`src/rtl/packet_eject_local.sv`:
```
// Local ejection sink: buffers router-delivered packets, drains one per EJECT_CYCLE
// cycles and accumulates latency/routing statistics. Optional macro: EJECT_PER_SRC_STATS_EN.
module packet_eject_local #(
  parameter int NUM_NODES            = 8,
  parameter int ROUTER_ID            = 0,
  parameter int PACKET_SIZE          = 49,
  parameter int BUFFER_SIZE          = 4,
  parameter int EJECT_CYCLE          = 1,
  parameter int NUM_PACKETS_EXPECTED = 20
) (
  input  logic                      clk,
  input  logic                      rst_n,
  input  logic [15:0]               clk_counter,
  input  logic [PACKET_SIZE-1:0]    in_packet,
  output logic                      in_ready,
  output logic [63:0]               total_packet_recv,
  output logic [63:0]               total_latency,
  output logic [15:0]               max_latency,
  output logic [15:0]               misroute_cnt,
  output logic                      done,
  output logic [NUM_NODES*16-1:0]   src_recv_cnt
);

  localparam int PTR_W = (BUFFER_SIZE > 1) ? $clog2(BUFFER_SIZE) : 1;
  localparam int CNT_W = $clog2(BUFFER_SIZE + 1);
  localparam int ENT_W = PACKET_SIZE - 1;

  // Handshake: a packet transfers on a clock edge where in_packet[MSB]=1 and in_ready=1.
  // in_ready depends only on registered occupancy, so the sender may hold valid freely.
  logic [ENT_W-1:0] mem_q [BUFFER_SIZE];
  logic [PTR_W-1:0] wr_ptr_q, wr_ptr_d;
  logic [PTR_W-1:0] rd_ptr_q, rd_ptr_d;
  logic [CNT_W-1:0] count_q, count_d;
  logic [15:0]      timer_q, timer_d;
  logic             push;
  logic             pop;
  logic [ENT_W-1:0] head;
  logic [15:0]      head_dst;
  logic [15:0]      head_ts;
  logic [15:0]      pop_lat;
  logic             pop_good;

  logic             stg_vld_q;
  logic [15:0]      stg_lat_q;
  logic             stg_good_q;

  logic [63:0]      recv_q, recv_d;
  logic [63:0]      lat_sum_q, lat_sum_d;
  logic [15:0]      max_q, max_d;
  logic [15:0]      mis_q, mis_d;
  logic             done_q, done_d;

  function automatic logic [PTR_W-1:0] ptr_inc(input logic [PTR_W-1:0] p);
    return (p == PTR_W'(BUFFER_SIZE - 1)) ? '0 : p + PTR_W'(1);
  endfunction

  assign in_ready = (count_q != CNT_W'(BUFFER_SIZE));
  assign push     = in_packet[PACKET_SIZE-1] && in_ready;
  assign pop      = (count_q != '0) && (timer_q == 16'd0);
  assign head     = mem_q[rd_ptr_q];
  assign head_dst = head[15:0];
  assign head_ts  = head[47:32];
  assign pop_lat  = clk_counter - head_ts;

`ifdef EJECT_PER_SRC_STATS_EN
  localparam int SRC_W = (NUM_NODES > 1) ? $clog2(NUM_NODES) : 1;
  logic [SRC_W-1:0] stg_src_q;
  logic [15:0]      src_cnt_q [NUM_NODES];

  // A source id outside the ring is treated as a routing error.
  assign pop_good = (head_dst == 16'(ROUTER_ID)) && (head[31:16] < 16'(NUM_NODES));

  always_ff @(posedge clk or negedge rst_n) begin
    if (!rst_n) begin
      stg_src_q <= '0;
      for (int i = 0; i < NUM_NODES; i++) src_cnt_q[i] <= 16'd0;
    end else begin
      if (pop) stg_src_q <= head[16 +: SRC_W];
      if (stg_vld_q && stg_good_q && (src_cnt_q[stg_src_q] != 16'hFFFF))
        src_cnt_q[stg_src_q] <= src_cnt_q[stg_src_q] + 16'd1;
    end
  end

  for (genvar g = 0; g < NUM_NODES; g++) begin : g_src_out
    assign src_recv_cnt[g*16 +: 16] = src_cnt_q[g];
  end
`else
  logic unused_head_src;
  assign unused_head_src = ^head[31:16];
  assign pop_good        = (head_dst == 16'(ROUTER_ID));
  assign src_recv_cnt    = '0;
`endif

  always_ff @(posedge clk) begin
    if (push) mem_q[wr_ptr_q] <= in_packet[ENT_W-1:0];
  end

  always_comb begin
    wr_ptr_d = wr_ptr_q;
    rd_ptr_d = rd_ptr_q;
    count_d  = count_q;
    timer_d  = timer_q;
    if (push) wr_ptr_d = ptr_inc(wr_ptr_q);
    if (pop)  rd_ptr_d = ptr_inc(rd_ptr_q);
    case ({push, pop})
      2'b10:   count_d = count_q + CNT_W'(1);
      2'b01:   count_d = count_q - CNT_W'(1);
      default: count_d = count_q;
    endcase
    // The timer keeps running down even while the FIFO is empty.
    if (pop)                    timer_d = 16'(EJECT_CYCLE - 1);
    else if (timer_q != 16'd0) timer_d = timer_q - 16'd1;
  end

  always_comb begin
    recv_d    = recv_q;
    lat_sum_d = lat_sum_q;
    max_d     = max_q;
    mis_d     = mis_q;
    if (stg_vld_q) begin
      if (stg_good_q) begin
        recv_d    = recv_q + 64'd1;
        lat_sum_d = lat_sum_q + {48'd0, stg_lat_q};
        if (stg_lat_q > max_q) max_d = stg_lat_q;
      end else if (mis_q != 16'hFFFF) begin
        mis_d = mis_q + 16'd1;
      end
    end
    done_d = done_q | (recv_d >= 64'(NUM_PACKETS_EXPECTED));
  end

  always_ff @(posedge clk or negedge rst_n) begin
    if (!rst_n) begin
      wr_ptr_q   <= '0;
      rd_ptr_q   <= '0;
      count_q    <= '0;
      timer_q    <= 16'd0;
      stg_vld_q  <= 1'b0;
      stg_lat_q  <= 16'd0;
      stg_good_q <= 1'b0;
      recv_q     <= 64'd0;
      lat_sum_q  <= 64'd0;
      max_q      <= 16'd0;
      mis_q      <= 16'd0;
      done_q     <= 1'b0;
    end else begin
      wr_ptr_q   <= wr_ptr_d;
      rd_ptr_q   <= rd_ptr_d;
      count_q    <= count_d;
      timer_q    <= timer_d;
      stg_vld_q  <= pop;
      if (pop) begin
        stg_lat_q  <= pop_lat;
        stg_good_q <= pop_good;
      end
      recv_q     <= recv_d;
      lat_sum_q  <= lat_sum_d;
      max_q      <= max_d;
      mis_q      <= mis_d;
      done_q     <= done_d;
    end
  end

  assign total_packet_recv = recv_q;
  assign total_latency     = lat_sum_q;
  assign max_latency       = max_q;
  assign misroute_cnt      = mis_q;
  assign done              = done_q;

endmodule
```
`config.mk`:
```
export PLATFORM = sky130hd
export DESIGN_NAME = packet_eject_local
export DESIGN_NICKNAME = d
export VERILOG_FILES = /design/src/rtl/packet_eject_local.sv
export SDC_FILE = /design/constraint.sdc
export NUM_CORES = 1
export LEC_CHECK = 0
export CAP_MARGIN = 25
export CORE_UTILIZATION = 30
export CTS_BUF_LIST = sky130_fd_sc_hd__clkbuf_4 sky130_fd_sc_hd__clkbuf_8 sky130_fd_sc_hd__clkbuf_16
export DETAILED_ROUTE_END_ITERATION = 6
export PLACE_DENSITY = 0.61
export SYNTH_ARGS = -nofsm -noshare
export SYNTH_HDL_FRONTEND = slang
export SYNTH_SLANG_ARGS = --single-unit
```
`constraint.sdc`:
```
create_clock -name clk -period 7.1 [get_ports clk]
set_clock_uncertainty 0.2 [all_clocks]
set_input_delay 0.71 -clock clk [delete_from_list [all_inputs] [get_ports clk]]
set_output_delay 0.71 -clock clk [all_outputs]
set_load 0.01 [all_outputs]
```
==> results.json, run 1 <==
{
  "ff_latch_area_mm2": 0.00890,
  "ys_ff_latch": 330,
  "cp.arrival_ns": 4.15,
  "antenna_found_initial": 0,
  "vdd.ir_drop.worst_mv": 0.214,
  "clk_latency_ns": 0.57,
  "fill_cells": 5223,
  "setup_viol": 0,
  "final_cell_mix": "211 x clkdlybuf4s50_1, 202 x dfrtp_1, 128 x conb_1, 128 x edfxtp_1, 119 x xnor2_1",
  "layout_commonest_cell": "clkdlybuf4s50_1",
  "die_x_um": 236,
  "ios": 357,
  "netlist_area_mm2": 0.0165,
  "areaGrowthSynthToFinish_pct": 23.5,
  "cts-buffers-inserted": 40,
  "vias": 11000,
  "first_global_vias": 10500,
  "hold_path_startpoint": "timer_q[6]",
  "initial_core_util": 0.305,
  "ant_nets": 0,
  "crit_start": "rd_ptr_q[0]",
  "preCtsSetupSlack_ns": 2.84,
  "fin_setup_tns_ns": 0,
  "die_area_mm2": 0.0559,
  "fin_ws_ns": 3.21,
  "max_clock_freq_mhz": 257,
  "core_area_mm2": 0.0540,
  "portBuffers": 212,
  "root_buffer": "clkbuf_16",
  "hold_violations": 0,
  "multi_input_area_mm2": 0.00671,
  "outcome": "complete, no violations",
  "synth_ff_type": "dfrtp_1",
  "nNetsFinal": 1774,
  "finalCritPeriodShare": 0.548,
  "crit_slowest_cell": "mux4_2",
  "avgSynthCellArea_um2": 11.7,
  "design_area_mm2": 0.0204,
  "ys_async_sr_fraction": 0.612,
  "via_per_inst": 4.64,
  "rsz0062_at_grt": "no",
  "place.gp.congestion": 0.822,
  "avgRoutedWirePerCell_um": 16.1,
  "post-route-drc-count": 0,
  "die_h_um": 236,
  "cp_slowest_stage_delay_ns": 0.56,
  "cts_tree": "done",
  "crit_path_max_fanout": 23,
  "grt_pass1_wl_um": 59900,
  "dp_hpwl_um": 27900,
  "hp-class": "reg -> reg",
  "cp-start-kind": "register",
  "postPlaceCellArea_mm2": 0.0190,
  "drt_iter0_drc": 522,
  "slew_headroom": 0.387,
  "hold_buffers": 1,
  "drive_gt1_frac": 0.0906,
  "drtPass1Iterations": 7,
  "clock_path_buffers": 3,
  "fin_crit_ns": 3.89,
  "grt_util_all_layers": 0.135,
  "grt_max_degree": 75,
  "hold_ws_ns": 0.259,
  "cp.required_ns": 7.36,
  "cap_violations": 0,
  "cts_setup_buffers": 0,
  "synth.yosys.seq_area_share": 0.540,
  "crit_type": "reg -> reg",
  "rows": 85,
  "p_leak_nw": 8.52,
  "tightestPinTransition_ns": 0.915,
  "powerDensity_mw_per_mm2": 356,
  "ys_types": 73,
  "diodes": 0,
  "synth_warnings": 0,
  "cts_sinks": 330,
  "reg2regPathDepth": 12,
  "cts_max_level": 2,
  "postSynthCellCount": 1411,
  "hold_path_depth": 1,
  "cts.reportedPaths.clkPinSlew_ns": 0.06,
  "finalPower_mw": 7.24,
  "path_cells": "buf_4, mux4_2, ha_1, fa_1, nor2b_1, o21ai_0, a21o_1, a21oi_1, a211oi_1, o41ai_1, xor2_1, mux2_2",
  "synth_enable_flop_cells": 128,
  "grt.overflow.total": 0,
  "drv_slew": 0,
  "cp-end-kind": "register",
  "reg2reg_from": "rd_ptr_q[0]",
  "cts.repair.resized": 0,
  "drt_wl_total_um": 38300
}
==> critical path: cells and delay by family (launching register included) <==
kind,cells,cell delay (ns)
AO/OA/AOI/OAI,5,1.21
XOR/XNOR,1,0.12
adder cells (fa/ha/maj),2,0.62
buffers and inverters,1,0.36
flip-flops,1,0.32
multiplexers,2,0.83
AND/OR/NAND/NOR,1,0.12
==> state kept, by name, indices dropped and copies added, names as in the netlist <==
register and count:
max_latency 16, count_q 3, total_latency 64, total_packet_recv 64, stg_vld_q 1, misroute_cnt 16
rd_ptr_q 2, stg_lat_q 16, stg_good_q 1, done 1, timer_q 16, wr_ptr_q 2
mem_q 128
==> cells by family (layout without fill, tap and decap cells) <==
group / count (synthesis) / after routing / share of synthesized area
other: 1 / 128 / 0.000227
flip-flops: 330 / 330 / 0.540
XOR/XNOR: 166 / 166 / 0.0886
adder cells (fa/ha/maj): 59 / 59 / 0.0461
multiplexers: 39 / 39 / 0.0375
buffers and inverters: 227 / 366 / 0.0822
AND/OR/NAND/NOR: 445 / 445 / 0.149
AO/OA/AOI/OAI: 144 / 144 / 0.0564
==> per-stage QoR <==
step                      utilization  std cells
final                           0.377       2373
after global routing            0.377       2373
after CTS                       0.376       2371
after detailed placement        0.351       2299
after global placement          0.351       2299
after floorplan                     -       1538
==> where the power goes <==
group	internal (mW)	switching (mW)	leakage, nW	total (mW)
clock	1.24	0.851	0.662	2.09
combinational	1.18	1.35	4.00	2.53
sequential	2.37	0.262	3.86	2.63
total	4.78	2.46	8.52	7.24
==> routing by layer <==
layer  global-route usage  share of wire  up-vias
met4               0.0382          0.017        0
met5                    0              0        -
met1                0.176           0.44     5368
met3               0.0437          0.078       52
li1                     -              -     5290
met2                0.214           0.47      292
==> worst paths after layout <==
| check | endpoint | slack (ns) |
|---|---|---|
| max | stg_lat_q[14] | 3.21 |
| min | timer_q[6] | 0.26 |
| max reg2reg | stg_lat_q[14] | 3.21 |
| min reg2reg | timer_q[6] | 0.26 |
| max in group asynchronous | misroute_cnt[3] | 4.92 |
| min in group asynchronous | total_packet_recv[61] | 0.48 |
==> cells in the mapped netlist, types with 5 or more instances <==
master,count,share of area
mux2_2,22,0.015
nor2b_1,9,0.0034
and2_1,11,0.0042
and4_1,15,0.0080
or2_2,9,0.0034
nor4_1,29,0.011
a211oi_1,5,0.0023
nand4_1,54,0.020
ha_1,56,0.042
a21oi_1,28,0.0085
xor2_1,46,0.024
and3_1,30,0.011
a31oi_1,5,0.0019
nand2_1,99,0.023
buf_2,9,0.0027
clkbuf_1,17,0.0039
o21ai_0,47,0.014
a21o_1,19,0.0087
nand2b_1,11,0.0042
nand3_1,61,0.019
xnor2_1,119,0.063
buf_4,131,0.060
inv_1,67,0.015
mux4_2,16,0.022
edfxtp_1,128,0.23
or3_1,7,0.0027
or4_1,6,0.0027
nor2_1,47,0.011
nor3_1,29,0.0088
dfrtp_1,202,0.31
==> layout make-up <==
type | count | share of cell area
clock buffers | 46 | 0.0523
clock inverters | 25 | 0.0140
well taps | 696 | 0.0428
inverters | 67 | 0.0124
flip-flops and latches | 330 | 0.437
multi-input cells | 981 | 0.330
repair buffers | 228 | 0.112
(Power assumes the default switching activity.)
==> inputs of run 2 (changes only) <==
==> constraint.sdc (replaced) <==
create_clock -name clk -period 3.7 [get_ports clk]
set_clock_uncertainty 0.2 [all_clocks]
set_input_delay 0.37 -clock clk [delete_from_list [all_inputs] [get_ports clk]]
set_output_delay 0.37 -clock clk [all_outputs]
set_load 0.01 [all_outputs]
==> run 2 against run 1 <==
Compared with the run above:
- sequential share of layout area shrank 0.30 points
- cell area up 0.69%
- largest cell class unchanged
- global-route usage is 0.40 points higher
- critical endpoint unchanged
- non-clock buffer count grew 18
- core utilization grew 0.26 points
- routed wire length increased by 2.1%
- via count rose by 0.54%
- setup slack got worse by 2.9 ns
- combinational power up 96%
==> results.json, run 2 (synthesis results as in run 1) <==
{
  "outcome": "complete, no violations",
  "die_x_um": 236,
  "initial_core_util": 0.305,
  "cts_tree": "done",
  "fin_cells": 2392,
  "antenna_found_initial": 0,
  "finalPower_mw": 14.0,
  "multi_input_area_mm2": 0.00673,
  "portBuffers": 212,
  "cts-buffers-inserted": 39,
  "reg2regPathDepth": 11,
  "slew_headroom": 0.512,
  "cp.arrival_ns": 3.67,
  "final_cell_mix": "211 x clkdlybuf4s50_1, 202 x dfrtp_1, 128 x conb_1, 128 x edfxtp_1, 119 x xnor2_1",
  "clk_latency_ns": 0.57,
  "r2r_end": "stg_lat_q[14]",
  "postPlaceCellArea_mm2": 0.0191,
  "fill_cells": 5189,
  "cap_violations": 0,
  "post-route-drc-count": 0,
  "largest_reg_flops": 128,
  "core_area_mm2": 0.0540,
  "vdd.ir_drop.worst_mv": 0.425,
  "place.gp.congestion": 0.833,
  "grt_pass1_wl_um": 61600,
  "dp.cells": 2319,
  "p_leak_nw": 8.63,
  "setup_viol": 0,
  "vias": 11100,
  "max_clock_freq_mhz": 293,
  "crit_type": "reg -> reg",
  "die_area_mm2": 0.0559,
  "grt_max_degree": 80,
  "ant_nets": 0,
  "first_global_vias": 11000,
  "crit_path_max_fanout": 2,
  "grt_util_all_layers": 0.139,
  "die_h_um": 236,
  "finalCritPeriodShare": 0.924,
  "cp-end-kind": "register",
  "ios": 357,
  "cts_sinks": 330,
  "grt.overflow.total": 0,
  "top_register": "mem_q",
  "fin_crit_ns": 3.42,
  "avgRoutedWirePerCell_um": 16.4,
  "cts_setup_buffers": 0,
  "reg2reg_from": "rd_ptr_q[0]",
  "layout_commonest_cell": "clkdlybuf4s50_1",
  "cts.reportedPaths.clkPinSlew_ns": 0.06,
  "nNetsFinal": 1791,
  "tightestPinTransition_ns": 0.725,
  "diodes": 0,
  "cp-start-kind": "register",
  "design_area_mm2": 0.0205,
  "areaGrowthSynthToFinish_pct": 24.3,
  "hp-class": "in -> async",
  "ff_latch_area_mm2": 0.00890,
  "regToRegSetupSlack_ns": 0.28,
  "drv_slew": 0,
  "powerDensity_mw_per_mm2": 682,
  "clock_path_buffers": 3,
  "dp_hpwl_um": 28800,
  "cp.required_ns": 3.96,
  "rows": 85,
  "drtPass1Iterations": 5,
  "via_per_inst": 4.62,
  "root_buffer": "clkbuf_16",
  "drt_wl_total_um": 39100,
  "hold_violations": 0,
  "drive_gt1_frac": 0.104,
  "drt_iter0_drc": 535,
  "cts_max_level": 2
}
[run 2: cell count changes in the layout (fill, tap and decap cells not counted), moves of 2 or more]
cell      change
clkbuf_8      +2
clkinv_1      -3
buf_4        +19
clkinv_2      -2
clkbuf_4      +6
[run 2: cell type report]
type | count | share of cell area
Clock buffer | 53 | 0.0543
Multi-Input combinational cell | 981 | 0.328
Tap cell | 696 | 0.0425
Timing Repair Buffer | 246 | 0.117
Inverter | 67 | 0.0123
Clock inverter | 19 | 0.0117
Sequential cell | 330 | 0.434
[run 2: how the worst max path moves through the flow]
stage | start | to | slack [ns] | cells past startpoint
after floorplan | rd_ptr_q[1] | stg_lat_q[14] | 0.09 | 13
after global placement | stg_lat_q[0] | total_latency[46] | 0.15 | 13
after detailed placement | stg_lat_q[0] | total_latency[58] | 0.13 | 13
after CTS | stg_lat_q[0] | total_latency[58] | 0.08 | 13
after global routing | total_packet_recv[24] | done | -0.02 | 8
final | rd_ptr_q[0] | stg_lat_q[14] | 0.28 | 11
[run 2: worst max-delay path: stages, from the launching register on]
cell	delay, ns
dfrtp_1	0.39
mux4_2	0.52
ha_1	0.22
fa_1	0.40
nor2b_1	0.11
o21ai_0	0.10
a21o_1	0.19
a21oi_1	0.18
a211oi_1	0.11
o41ai_1	0.49
xor2_1	0.12
mux2_2	0.28
[run 2: repair_timing]
item,4_1_cts,5_1_grt
hold endpoints to repair,76,0
hold buffers,1,0
endpoints found under the setup margin,0,11
gates resized for setup,0,5
[run 2: where the power goes]
group          switching (mW)  internal, mW
Combinational            2.65          2.33
Clock                    1.63          2.36
Sequential              0.479          4.54
Total                    4.75          9.23
[run 2: metal layers]
layer  GRT usage  part of all wire  wire length [µm]  vias to the layer above
met5           0                 0                 0                        -
met4      0.0386             0.021               816                        0
met3      0.0435             0.079              3080                       63
met2       0.222              0.46             18100                      307
met1       0.181              0.44             17100                     5367
li1            -                 -                 -                     5324
[run 2: through the flow]
step	worst slack [ns]	setup TNS (ns)	utilization	hold slack, ns
after CTS	0.0764	0	0.379	0.200
after global placement	0.152	0	0.354	0.252
after floorplan	0.0869	0	-	-0.126
after detailed placement	0.129	0	0.354	0.258
final	0.282	0	0.379	0.197
after global routing	-0.0215	-0.0215	0.379	0.242
